## config.mk

```make
export PLATFORM = sky130hd
export DESIGN_NAME = pulse_stretcher
export DESIGN_NICKNAME = d
export VERILOG_FILES = /design/src/rtl/ramp_pwm_pkg.sv /design/src/rtl/pulse_stretcher.sv
export SDC_FILE = /design/constraint.sdc
export NUM_CORES = 1
export LEC_CHECK = 0
export ABC_AREA = 1
export BUFFER_PORTS_ARGS = -buffer_cell sky130_fd_sc_hd__buf_2
export CAP_MARGIN = 20
export CORE_MARGIN = 5
export CORE_UTILIZATION = 40
export CTS_CLUSTER_SIZE = 12
export DETAILED_ROUTE_END_ITERATION = 6
export SYNTH_ARGS = -nofsm -noshare
export SYNTH_HDL_FRONTEND = slang
export SYNTH_SLANG_ARGS = --single-unit
export TNS_END_PERCENT = 50
```

## constraint.sdc

```tcl
create_clock -name clk -period 2.44 [get_ports clk]
set_input_delay 0 -clock clk [delete_from_list [all_inputs] [get_ports clk]]
set_output_delay 0 -clock clk [all_outputs]
set_load 0.005 [all_outputs]
```

## src/rtl/ramp_pwm_pkg.sv

```systemverilog
// Shared types and defaults for the ramp_pwm ready/edge path.
package ramp_pwm_pkg;

    typedef enum logic [1:0] {
        IDLE,
        HIGH,
        GAP
    } pulse_state_t;

    localparam int DEFAULT_WIDTH_BITS = 16;
    localparam int DEFAULT_DROP_BITS  = 8;

endpackage

```

## src/rtl/pulse_stretcher.sv

```systemverilog
// Stretches single-cycle triggers into a programmable-width ready level
// followed by a guaranteed low gap; one pending trigger is held, extras are counted.
module pulse_stretcher
    import ramp_pwm_pkg::*;
#(
    parameter int WIDTH_BITS       = DEFAULT_WIDTH_BITS,
    parameter int GAP_CYCLES       = 2,
    parameter bit RETRIGGER_ENABLE = 1'b0,
    parameter int DROP_BITS        = DEFAULT_DROP_BITS
) (
    input  logic                  clk,
    input  logic                  reset,
    input  logic                  trigger,
    input  logic [WIDTH_BITS-1:0] width,
    output logic                  ready,
    output logic                  done,
    output logic                  busy,
    output logic [DROP_BITS-1:0]  drop_count
);

    localparam int GAP_W = (GAP_CYCLES > 1) ? $clog2(GAP_CYCLES) : 1;
    localparam logic [GAP_W-1:0]      GAP_LOAD = GAP_W'(GAP_CYCLES - 1);
    localparam logic [GAP_W-1:0]      GAP_ONE  = GAP_W'(1);
    localparam logic [WIDTH_BITS-1:0] W_ONE    = WIDTH_BITS'(1);

    generate
        if (GAP_CYCLES < 1) begin : g_bad_gap
            $error("pulse_stretcher: GAP_CYCLES must be at least 1");
        end
    endgenerate

    pulse_state_t          state;
    logic [WIDTH_BITS-1:0] high_cnt;
    logic [WIDTH_BITS-1:0] pend_width;
    logic [GAP_W-1:0]      gap_cnt;
    logic                  pending;

    logic                  trig_valid;
    logic                  gap_last;
    logic                  queue_req;
    logic                  drop_req;
    logic                  start_req;
    logic [WIDTH_BITS-1:0] start_width;

    assign trig_valid = trigger && (width != '0);
    assign gap_last   = (gap_cnt == '0);

    // A trigger is "queued" whenever it cannot start or reload a pulse itself.
    always_comb begin
        queue_req   = 1'b0;
        start_req   = 1'b0;
        start_width = width;
        unique case (state)
            IDLE: start_req = trig_valid;
            HIGH: queue_req = trig_valid && !RETRIGGER_ENABLE;
            GAP: begin
                queue_req = trig_valid && !(gap_last && !pending);
                if (gap_last) begin
                    if (pending) begin
                        start_req   = 1'b1;
                        start_width = pend_width;
                    end else begin
                        start_req = trig_valid;
                    end
                end
            end
            default: begin
                queue_req = 1'b0;
                start_req = 1'b0;
            end
        endcase
    end

    // On the last gap cycle the new trigger replaces the pending one that is starting.
    assign drop_req = queue_req && pending && !(state == GAP && gap_last);

    always_ff @(posedge clk) begin
        if (reset) begin
            state    <= IDLE;
            ready    <= 1'b0;
            done     <= 1'b0;
            busy     <= 1'b0;
            high_cnt <= '0;
            gap_cnt  <= '0;
            pending  <= 1'b0;
        end else begin
            done <= 1'b0;
            if (queue_req && !pending) begin
                pending    <= 1'b1;
                pend_width <= width;
            end
            unique case (state)
                IDLE: ;
                HIGH: begin
                    if (RETRIGGER_ENABLE && trig_valid) begin
                        high_cnt <= width - W_ONE;
                    end else if (high_cnt == '0) begin
                        state   <= GAP;
                        gap_cnt <= GAP_LOAD;
                        ready   <= 1'b0;
                        done    <= 1'b1;
                    end else begin
                        high_cnt <= high_cnt - W_ONE;
                    end
                end
                GAP: begin
                    if (!gap_last) begin
                        gap_cnt <= gap_cnt - GAP_ONE;
                    end else if (pending) begin
                        pending <= trig_valid;
                        if (trig_valid) pend_width <= width;
                    end else if (!trig_valid) begin
                        state <= IDLE;
                        busy  <= 1'b0;
                    end
                end
                default: state <= IDLE;
            endcase
            if (start_req) begin
                state    <= HIGH;
                high_cnt <= start_width - W_ONE;
                ready    <= 1'b1;
                busy     <= 1'b1;
            end
        end
    end

    always_ff @(posedge clk) begin
        if (reset) begin
            drop_count <= '0;
        end else if (drop_req && (drop_count != '1)) begin
            drop_count <= drop_count + DROP_BITS'(1);
        end
    end

endmodule
```

Yosys cells after proc, flatten, opt, wreduce, memory -nomap -nowiden
Index checks and enable logic that the tools add are counted.

operators by class
  add/sub/neg operators = 4
  $mul = 0
  div/mod/pow operators = 0
  order comparisons = 0
  eq/ne operators = 16
  shift operators = 0
  muxes and demuxes = 37
  bitwise operators = 3
  reductions and logical operators = 26

operators with widths
  kind                     count
  $mux W16                 11
  $sub A16 B1 Y16 const B  2
  $mux W1                  18
  $logic_not A16 Y1        1
  $reduce_bool A16 Y1      1
  $ne A2 B2 Y1 const B     6
  $ne A3 B3 Y1 const B     4
  $reduce_and A5 Y1        2
  $add A8 B1 Y8 const B    1
  $logic_and A1 B1 Y1      8
  $mux W2                  4
  $ne A8 B8 Y1 const B     1
  $reduce_bool A2 Y1       4
  $ne A2 B1 Y1 const B     3
  $pmux W1 S2              3
  $pmux W2 S3              1
  $reduce_and A2 Y1        3
  $reduce_and A4 Y1        1
  $reduce_or A2 Y1         2
  $logic_not A1 Y1         3
  $not A1 Y1               3
  $eq A2 B1 Y1 const B     1
  $eq A2 B2 Y1 const B     1
  $logic_not A2 Y1         1
  $sub A1 B1 Y1 const B    1

word-level totals
  flip-flop bits (word level) = 47
  latch bits = 0
  bits in writable memories = 0
  memory bits (read-only) = 0
  input port bits = 19
  output and inout port bits = 11
  word-level logic and storage cells = 96
  memories kept = 0

Longest topological paths before layout
Gate-level depths: netlist of the first run.

  word-level depth = 11
  gate-level depth with buffers = 20
  gate-level depth less buffers = 19

Worst setup path before layout of the first run
Ideal clock, no wire load.

  kind = flip-flop to flip-flop
  from = register state[0]
  to = register high_cnt[10]
  arrival time = 1.922 ns
  data required time = 2.331 ns
  slack = 0.409 ns
  cell stages (with the launch flop) = 18
  clock period less this slack = 2.031 ns
  path through = dfxtp_1 inv_1 ha_1 inv_2 o21ai_2 nand2_4 buf_6 nand2_1 nand2_1 inv_2 ha_1 inv_1 nor2_2 nand2_2 xor2_1 nand2_1 nand2_1 inv_1

on the way
  cells in the longest elaborated chain, start to end = 4
  elaborated cells on any way between the ends = 10

RTL lines
  item                                              RTL line                source
  start: declaration                                pulse_stretcher.sv:32   pulse_state_t state;
  start signal: assignment                          pulse_stretcher.sv:79   state <= IDLE;
  start signal: assignment                          pulse_stretcher.sv:98   state <= GAP;
  start signal: assignment                          pulse_stretcher.sv:113  state <= IDLE;
  $eq A2 B2 Y1 or $logic_not A2 Y1 (tied branches)  pulse_stretcher.sv:53   unique case (state)
  $mux W16 or $pmux W1 S2 (tied branches)           pulse_stretcher.sv:53
  $sub A16 B1 Y16, or another cell as far along     pulse_stretcher.sv:121  high_cnt <= start_width - W_ONE;
  $mux W16 or $reduce_and A2 Y1 (tied branches)     --
  end signal: assignment                            pulse_stretcher.sv:96   high_cnt <= width - W_ONE;
  end signal: assignment                            pulse_stretcher.sv:103  high_cnt <= high_cnt - W_ONE;
  end signal: assignment                            pulse_stretcher.sv:121
  end: declaration                                  pulse_stretcher.sv:33   logic [WIDTH_BITS-1:0] high_cnt;

Parallel ways exist; a longest one is shown, timed or not.
A chain may end at the register's enable or synchronous reset.

Final worst setup path of the first run
  from = input width[7]
  to = register high_cnt[15]

on the way
  cells in the longest elaborated chain, start to end = 7
  elaborated cells on any way between the ends = 13

RTL lines
  item                                                                     RTL line               source
  start: declaration                                                       pulse_stretcher.sv:14  input logic [WIDTH_BITS-1:0] width,
  parallel branches: the longest is 7 deep, another holds $sub A16 B1 Y16  --

Parallel ways; which one is timed is not known.

==> out/qor.csv, run 1 <==
metric,value,unit
leading post-synthesis cells by cell area,"dfxtp_1 (21%), edfxtp_1 (16%), nand2_1 (12%)",
"FF+latch count, synth",47,
number of CTS-inserted buffers,5,
Final ANT Viol Nets,0,
Fillers,803,
CP Launch Type,input pin,
met1 global-route usage,19.7,%
placer congestion estimate,0.894,
final setup violation count,0,
setup TNS,0,ns
first drt pass iteration count,4,
GRT met2 Usage,25.5,%
slew margin rel.,70.5,%
drt total wl,7.15,mm
Top Usage Layer GRT,met2,
asr flop ratio synth,0,%
# rows,31,
Die ar.,9390,um2
reg-to-reg endpoint,high_cnt[8],
Max-Cap Viols,0,
Clock Power Share,20.8,%
"reg-to-reg slack, setup",0.26,ns
area of the mapped netlist,3020,um2
path depth of the worst reg2reg path,14,
layout cells sized above 1,21.1,%
final setup skew,0.0112,ns
clk_lat worst skew,0.31,ns
"EDFF count, synth",16,
CTS Sinks,47,
CTS root buf,clkbuf_8,
Mapped Cells,432,
leakage power,1.60,nW
Syn. warnings,0,
Hold Path Class,input pin to flop,
combinational share of power,38.3,%
GRT overflow,0,
crit end category,flop,
Worst EP arrival,2.47,ns
Initial Util,41.4,%
minimum clock period,2.27,ns
Mean Syn Cell Area,6.99,um2
gr usage total,15.2,%
DP Cell Count,552,
Die W,96.9,um
global-route wire length before repair,12.0,mm
Max Clk Rate,0.440,GHz
vias in the first global route,2529,
chip height,96.9,um
post-route DRC violation count,0,
period utilisation layout,93.1,%
initial antenna violation count,0,
Post-Syn Nets,456,
Seq pwr share,40.9,%
clock-pin slew on the worst setup and hold paths,0.09,ns
vias,2759,
CTS H-tree lvls,2,
clock buffer depth,2,
Max VDD drop,0.318,mV
cell-internal power,0.00149,W
Final Hold Vio Count,0,
Vias/cell,4.89,
Final HPWL DP,5.29,mm
CTS tree,built,
Setup CP Type,input pin to flop,
diode count,0,
switching share of power,39.2,%
maximum number of pins on one net before global-route repair,40,
routing usage on met3,3.17,%
core footprint,7290,um2
status,completed,
R2R Path Start,state[1],
number of buffers added to fix hold violations after cts,3,
ys flop type,dfxtp_1,
nets@finish,488,
power per cell area,710,nW/um2
Worst setup startpoint,width[7],
Synth area leader,dfxtp_1,
"Max FO, Critical Path",12,
RSZ-0062 raised after global routing,yes,
num ports,30,
post-synthesis sequential area ratio,36.4,%
max-slew violations,0,
worst slew pin tran,0.442,ns
drt initial violations,140,
top-area cell type share of the netlist area,20.5,%
area grow syn2layout,14.3,%
CP required,2.64,ns
switching power,0.000962,W
Setup crit end,high_cnt[15],
port bufs,29,
Non-Filler Instances,564,
Wirelength per Cell,12.7,um
Synth cell types,35,
-- worst max-delay path, stage by stage --
cell	delay, ns
dlygate4sd3_1	0.54
buf_2	0.14
nor2_1	0.11
nand2_1	0.09
nor2_2	0.12
nand2_2	0.10
nand2_4	0.10
nand2_4	0.07
buf_4	0.19
nand3_1	0.09
nand2_1	0.12
inv_2	0.08
nand2_1	0.09
nor2_4	0.18
nand2_2	0.10
nor2_2	0.17
nor2_1	0.06
nor2_1	0.11
nor2_1	0.04
-- state kept, by name (all words and copies together), names as in the netlist --
| name | cells |
|---|---|
| gap_cnt | 1 |
| pend_width | 16 |
| state | 2 |
| high_cnt | 16 |
| done | 1 |
| pending | 1 |
| ready | 1 |
| drop_count | 8 |
| busy | 1 |
-- synth_stat cells (7+ instances only) --
cell,instances
a21oi_1,17
nand2_1,98
nand2_2,16
nand3_1,21
inv_2,10
inv_1,57
o21ai_0,49
dfxtp_1,31
edfxtp_1,16
nor2_4,7
nor2_1,39
-- per-layer routing --
metal	share of wire, %	vias up	wire, um
li1	-	1451	-
met1	46	1249	3310
met2	49	51	3480
met3	3.8	8	269
met4	1.3	0	96
met5	0	-	0
-- placed cells by master (no fill, tap or decap), types with 9 or more instances in the layout --
cell      Yosys  final
a21oi_1      17     17
buf_2         6     29
dfxtp_1      31     31
edfxtp_1     16     16
inv_1        57     55
inv_2        10     12
nand2_1      98     98
nand2_2      16     16
nand3_1      21     21
nor2_1       39     39
nor2_4        7      9
o21ai_0      49     49
-- cells by family (layout without fill, tap and decap cells) --
logic type | after synthesis | after routing | share of synthesized area, %
XOR/XNOR | 5 | 5 | 1.45
buffers and inverters | 83 | 116 | 11.3
AO/OA/AOI/OAI | 81 | 81 | 14.6
AND/OR/NAND/NOR | 210 | 210 | 33.8
multiplexers | 1 | 1 | 0.331
flip-flops | 47 | 47 | 36.4
adder cells (fa/ha/maj) | 5 | 5 | 2.07
-- power groups by stage --
stage          clock network, W  logic (W)  registers, W
6_report               0.000510   0.000939       0.00100
3_5_place_dp                  0   0.000889       0.00102
2_1_floorplan                 0   0.000715      0.000987
3_3_place_gp                  0   0.000881       0.00102
4_1_cts                0.000523   0.000898       0.00100
5_1_grt                0.000561    0.00106       0.00101
-- timing repair --
action                                  4_1_cts  5_1_grt
endpoints found under the hold margin         5        1
gates resized for setup                       0       10
buffers inserted                              0        1
endpoints found under the setup margin        0        9
-- worst min path at each step --
stage,start,slack [ns],end,cells after the start
6_report,width[4],0.0005,pend_width[4],3
5_1_grt,width[6],-0.00006,pend_width[6],3
4_1_cts,width[4],0.0009,pend_width[4],3
3_5_place_dp,width[7],0.31,pend_width[7],3
3_3_place_gp,width[5],0.30,pend_width[5],3
2_1_floorplan,trigger,0.19,pending,2
-- layout make-up --
cell class / count / area, um2 / area share (%)
multi-input cells: 302 / 1630 / 47.1
flip-flops and latches: 47 / 1100 / 31.9
inverters: 68 / 255 / 7.39
repair buffers: 40 / 251 / 7.28
well taps: 99 / 124 / 3.59
clock buffers: 7 / 86.3 / 2.50
clock inverters: 1 / 8.76 / 0.254
-- per-stage QoR --
stage | hold slack [ns] | util (%) | power, W | setup WS, ns | area, um2
2_1_floorplan | 0.188 | - | 0.00170 | 0.409 | 3020
3_3_place_gp | 0.305 | 44.9 | 0.00190 | 0.191 | 3280
3_5_place_dp | 0.314 | 44.9 | 0.00191 | 0.155 | 3280
4_1_cts | 0.000936 | 46.6 | 0.00242 | 0.134 | 3400
5_1_grt | -0.0000596 | 47.4 | 0.00264 | -0.0179 | 3450
6_report | 0.000512 | 47.4 | 0.00245 | 0.167 | 3450
Note: power is estimated with default switching activity, not from simulation.
==> run 2: changes to the inputs <==
--- a/config.mk
+++ b/config.mk
@@ -12,6 +12,7 @@
 export CORE_UTILIZATION = 40
 export CTS_CLUSTER_SIZE = 12
 export DETAILED_ROUTE_END_ITERATION = 6
+export SETUP_SLACK_MARGIN = 0.2
 export SYNTH_ARGS = -nofsm -noshare
 export SYNTH_HDL_FRONTEND = slang
 export SYNTH_SLANG_ARGS = --single-unit
==> run 2 against run 1 <==
  * Non-clock buffer count grew 12
  * Via count grew 3.3%
  * Sequential share of layout area shrank 2.3 points
  * First-iteration DRC count shrank 21%
  * Die area unchanged
  * Maximum frequency increased by 7.3%
  * Worst setup slack improved by 0.15 ns
  * Combinational power is 16% higher
  * Utilization is 3.7 points higher
  * Clock skew fell by 0.0020 ns
==> out/qor.csv, run 2 (same netlist as run 1, synthesis figures left out) <==
metric,value,unit,change
Final Hold Vio Count,0,,unchanged
buffers plus inverters on the worst setup path,3,,-1
reg-to-reg endpoint,high_cnt[10],,
CTS Sinks,47,,unchanged
maximum number of pins on one net before global-route repair,40,,unchanged
"slowest stage cell, crit path",dfxtp_2,,
slew margin rel.,69.9,%,-0.62 points
slowest cell delay on critical path,0.34,ns,-0.20 ns
path depth of the worst reg2reg path,15,,+1
most frequent cells in the layout,"nand2_1 (89), inv_1 (54), o21ai_0 (47), nor2_1 (32)",,
core footprint,7290,um2,unchanged
CTS H-tree lvls,2,,unchanged
post-route DRC violation count,0,,unchanged
Final ANT Viol Nets,0,,unchanged
worst-path cell chain,"inv_2, ha_4, nand3_4, clkbuf_16, o21ai_0, nand3_2, nand2_4, nor2_4, nand2_2, nor2_4, nand2_2, xor2_1, nand2_1, nand2_1, inv_1",,
drt total wl,7.51,mm,+5.0%
Setup CP Type,flop to flop,,
clock-pin slew on the worst setup and hold paths,0.09,ns,about the same
worst slew pin tran,0.452,ns,+0.00931 ns
Worst EP arrival,2.33,ns,-0.14 ns
GRT overflow,0,,unchanged
R2R Path Start,state[0],,
CTS root buf,clkbuf_8,,
initial antenna violation count,0,,unchanged
Non-Filler Instances,576,,+2.1%
"Max FO, Critical Path",15,,+3
WP depth,15,,-4
"commonest non-fill, non-tap cell in the layout",nand2_1,,
global-route wire length before repair,12.0,mm,+0.17%
gr usage total,15.2,%,about the same
placer congestion estimate,0.894,,unchanged
DP Cell Count,552,,unchanged
first drt pass iteration count,4,,unchanged
"reg-to-reg slack, setup",0.32,ns,+0.06 ns
final setup skew,0.00923,ns,-0.00199 ns
area grow syn2layout,23.4,%,
Max VDD drop,0.331,mV,+4.0%
CTS tree,built,,
leakage power,1.71,nW,+7.0%
clk_lat worst skew,0.31,ns,about the same
Wirelength per Cell,13.0,um,+2.8%
chip height,96.9,um,unchanged
Hold Path Depth,3,,unchanged
minimum clock period,2.12,ns,-0.154 ns
Hold Crit Start,width[10],,
post-place setup slack,0.155,ns,unchanged
CP Launch Type,flop,,
port bufs,29,,unchanged
layout cells sized above 1,27.9,%,+6.8 points
CP required,2.65,ns,about the same
nets@finish,500,,+2.5%
RSZ-0062 raised after global routing,yes,,
Final WS setup,0.321,ns,+0.154 ns
Die W,96.9,um,unchanged
period utilisation layout,86.8,%,-6.3 points
number of CTS-inserted buffers,5,,unchanged
Max Clk Rate,0.472,GHz,+7.3%
Max-Cap Viols,0,,unchanged
status,completed,,
# rows,31,,unchanged
Hold Path Class,input pin to flop,,
drt initial violations,111,,-21%
Initial Util,41.4,%,unchanged
crit end category,flop,,
clock buffer depth,2,,unchanged
num ports,30,,unchanged
top flop regs,"high_cnt (16), pend_width (16), drop_count (8)",,
power per cell area,702,nW/um2,-1.1%
vias,2850,,+3.3%
vias in the first global route,2538,,+0.36%
setup TNS,0,ns,unchanged
Vias/cell,4.95,,+1.1%
crit-path leading delay family,simple AND/OR/NAND/NOR gates,,
max-slew violations,0,,unchanged
final setup violation count,0,,unchanged
Die ar.,9390,um2,unchanged
Min-Delay Endpoint,pend_width[10],,
Final HPWL DP,5.29,mm,unchanged
diode count,0,,unchanged
-- run 2: metrics by stage --
stage	hold slack (ns)	area, um2	util [%]	total power, W
after detailed placement	0.314	3280	44.9	0.00191
after CTS	0.000936	3420	46.9	0.00243
after global placement	0.305	3280	44.9	0.00190
after global routing	0.0136	3730	51.1	0.00280
after floorplan	0.188	3020	-	0.00170
final	0.00304	3730	51.1	0.00262
-- run 2: power breakdown --
group | total, W | internal (W) | switching (W)
Clock | 0.000512 | 0.000235 | 0.000277
Sequential | 0.00101 | 0.000923 | 0.0000875
Combinational | 0.00109 | 0.000422 | 0.000671
-- run 2: worst register-to-register path, delay by kind of cell, from the launching register on --
kind / cells / cell delay [ns]
AO/OA/AOI/OAI: 1 / 0.28
XOR/XNOR: 1 / 0.14
adder cells (fa/ha/maj): 1 / 0.16
buffers and inverters: 3 / 0.32
flip-flops: 1 / 0.34
AND/OR/NAND/NOR: 9 / 0.79
-- run 2: final cells by class --
class                      count  area (um2)
tap                           99         124
multi-input combinational    302        1750
fill                         764        3560
clock buffer                   7        86.3
sequential                    47        1100
clock inverter                 1        8.76
inverter                      68         258
timing repair buffer          52         399
-- run 2: metal layers --
layer	wire length, um	vias up	track usage, %
met5	0	-	0
li1	-	1476	-
met4	114	0	4.54
met3	252	10	3.24
met2	3670	55	25.5
met1	3470	1309	19.6
-- run 2: worst max-delay path by stage --
stage                     startpoint           end
after global routing        state[0]  high_cnt[12]
after CTS                   state[0]  high_cnt[10]
after floorplan             state[0]  high_cnt[10]
after global placement      state[0]  high_cnt[15]
final                       state[0]  high_cnt[10]
after detailed placement    state[0]   high_cnt[8]
-- run 2: what timing repair did --
action / CTS / global route
endpoints found under the setup margin: 6 / 17
hold buffers: 3 / 1
pin swaps: 0 / 17
resized for setup: 5 / 44
endpoints found under the hold margin: 5 / 1
cloned: 0 / 2
setup buffers: 0 / 10
==> run 3: changes to the inputs <==
--- a/config.mk
+++ b/config.mk
@@ -8,10 +8,13 @@
 export ABC_AREA = 1
 export BUFFER_PORTS_ARGS = -buffer_cell sky130_fd_sc_hd__buf_2
 export CAP_MARGIN = 20
+export CELL_PAD_IN_SITES_DETAIL_PLACEMENT = 0
+export CELL_PAD_IN_SITES_GLOBAL_PLACEMENT = 2
 export CORE_MARGIN = 5
-export CORE_UTILIZATION = 40
+export CORE_UTILIZATION = 33
 export CTS_CLUSTER_SIZE = 12
 export DETAILED_ROUTE_END_ITERATION = 6
+export PLACE_DENSITY_LB_ADDON = 0.1
 export SETUP_SLACK_MARGIN = 0.2
 export SYNTH_ARGS = -nofsm -noshare
 export SYNTH_HDL_FRONTEND = slang
==> run 3 against run 2 <==
  * First-iteration DRC count fell by 26%
  * Register-to-register slack got worse by 0.02 ns
  * Final area rose by 8.7%
  * Utilization fell by 6.4 points
  * Clock skew rose by 0.0018 ns
  * Clock power rose by 17%
  * Cell count rose by 6.1%
  * Sequential power barely moved
  * Worst setup slack got worse by 0.017 ns
  * Critical path depth rose by 2
  * Critical endpoint is now high_cnt[6]
  * Largest power group unchanged
==> out/qor.csv, run 3 (same netlist as run 1, synthesis figures left out) <==
metric,value,unit,change
Vias/cell,4.78,,-3.4%
top flop regs,"high_cnt (16), pend_width (16), drop_count (8)",,
layout cells sized above 1,33.4,%,+5.5 points
DP Cell Count,569,,+3.1%
maximum number of pins on one net before global-route repair,40,,unchanged
core footprint,9060,um2,+24%
Die W,106,um,+9.1%
port bufs,29,,unchanged
Final ANT Viol Nets,0,,unchanged
initial antenna violation count,0,,unchanged
max-slew violations,0,,unchanged
Initial Util,33.3,%,-8.1 points
path depth of the worst reg2reg path,17,,+2
power per cell area,716,nW/um2,+2.1%
drt initial violations,82,,-26%
"slowest stage cell, crit path",dfxtp_2,,
Max VDD drop,0.328,mV,-0.91%
Tot Pwr,0.00290,W,+11%
slew margin rel.,67.4,%,-2.5 points
reg-to-reg endpoint,high_cnt[6],,
RSZ-0062 raised after global routing,yes,,
CP required,2.65,ns,about the same
"Max FO, Critical Path",6,,-9
minimum clock period,2.14,ns,+0.0165 ns
gr usage total,15.1,%,-0.12 points
post-route DRC violation count,0,,unchanged
CTS Sinks,47,,unchanged
"commonest non-fill, non-tap cell in the layout",nand2_1,,
chip height,106,um,+9.1%
post-place setup slack,0.0835,ns,-0.0711 ns
worst-path cell chain,"inv_2, ha_4, buf_6, inv_6, o21ai_4, buf_12, buf_8, nand3_2, nand2_2, inv_2, ha_4, inv_2, nor2_4, buf_4, xor2_1, o21bai_1, inv_1",,
clock buffer depth,2,,unchanged
CP Launch Type,flop,,
# rows,35,,+13%
Max-Cap Viols,0,,unchanged
final setup skew,0.0110,ns,+0.00175 ns
CP most frequent cell,inv_2,,
Fillers,969,,+27%
leakage power,1.84,nW,+7.8%
num ports,30,,unchanged
area grow syn2layout,34.0,%,
period utilisation layout,87.5,%,+0.68 points
Hold Path Depth,3,,unchanged
Final HPWL DP,6.00,mm,+13%
Die ar.,11200,um2,+19%
global-route wire length before repair,13.6,mm,+14%
clock-pin slew on the worst setup and hold paths,0.10,ns,about the same
final setup violation count,0,,unchanged
CTS tree,built,,
Wirelength per Cell,13.6,um,+4.3%
number of CTS-inserted buffers,5,,unchanged
placer congestion estimate,0.826,,-7.6%
Max Clk Rate,0.468,GHz,-0.77%
vias in the first global route,2796,,+10%
setup TNS,0,ns,unchanged
"reg-to-reg slack, setup",0.30,ns,-0.02 ns
Non-Filler Instances,611,,+6.1%
Final Hold Vio Count,0,,unchanged
R2R Path Start,state[0],,
GRT overflow,0,,unchanged
most frequent cells in the layout,"nand2_1 (86), inv_1 (53), o21ai_0 (45), dfxtp_1 (29), buf_2 (29)",,
status,completed,,
nets@finish,523,,+4.6%
slowest cell delay on critical path,0.34,ns,about the same
Setup CP Type,flop to flop,,
Hold Path Class,input pin to flop,,
CTS root buf,clkbuf_8,,
CTS H-tree lvls,2,,unchanged
diode count,0,,unchanged
Worst EP arrival,2.34,ns,about the same
first drt pass iteration count,4,,unchanged
Final WS setup,0.305,ns,-0.0165 ns
Worst setup startpoint,state[0],,
Setup crit end,high_cnt[6],,
drt total wl,8.30,mm,+11%
worst slew pin tran,0.489,ns,+0.0372 ns
clk_lat worst skew,0.31,ns,about the same
crit end category,flop,,
vias,2921,,+2.5%
-- run 3: changes by cell type in the layout (fill, tap and decap cells not counted), sizes merged --
| cell | before | now |
|---|---|---|
| inv | 68 | 67 |
| clkinv | 1 | 3 |
| clkbuf | 9 | 6 |
| buf | 46 | 65 |
| nand2 | 118 | 119 |
| bufinv | 0 | 1 |
| dlygate4sd3 | 4 | 8 |
-- run 3: layout make-up --
type / count / area, um2 / area share [%]
inverter: 68 / 265 / 6.55
sequential: 47 / 1100 / 27.2
timing repair buffer: 74 / 592 / 14.6
tap: 111 / 139 / 3.43
multi-input combinational: 303 / 1840 / 45.4
clock inverter: 3 / 43.8 / 1.08
clock buffer: 5 / 68.8 / 1.70
-- run 3: repair_timing --
| item | 4_1_cts | 5_1_grt |
|---|---|---|
| endpoints found under the setup margin | 9 | 15 |
| hold buffers | 8 | 0 |
| endpoints found under the hold margin | 12 | 0 |
| setup buffers | 1 | 22 |
| pin swaps | 5 | 38 |
| cloned | 2 | 1 |
| gates resized for setup | 14 | 69 |
-- run 3: critical path: cells and delay by family, from the launching register on --
kind            cells  cell delay, ns
buf+inv             9            0.79
simple gates        3            0.21
compound gates      2            0.24
flops               1            0.34
xor+xnor            1            0.13
fa+ha+maj           2            0.32
-- run 3: worst min-delay path by stage --
stage / startpoint / endpoint
floorplan: trigger / pending
global placement: width[4] / pend_width[4]
detailed placement: reset / busy
CTS: width[2] / pend_width[2]
global route: width[3] / pend_width[3]
finish: width[2] / pend_width[2]
-- run 3: report_power, final --
part           internal (W)  switching, W  leakage [nW]  total (W)
logic              0.000551      0.000754          1.37    0.00130
registers          0.000923     0.0000766         0.412    0.00100
clock network      0.000306      0.000291        0.0581   0.000597
total               0.00178       0.00112          1.84    0.00290
-- run 3: per-layer routing --
metal	share of wire, %	track usage (%)	vias up
met5	0	0	-
met4	0.69	3.05	0
met3	3.0	2.27	4
met2	49	26.9	39
met1	47	19.4	1345
li1	-	-	1533
-- run 3: through the flow --
step / utilization, % / hold slack (ns) / area (um2)
CTS: 39.5 / 0.00000491 / 3580
floorplan: - / 0.188 / 3020
global placement: 36.7 / 0.308 / 3330
global route: 44.7 / 0.0195 / 4050
detailed placement: 36.7 / 0.317 / 3330
finish: 44.7 / 0.00345 / 4050
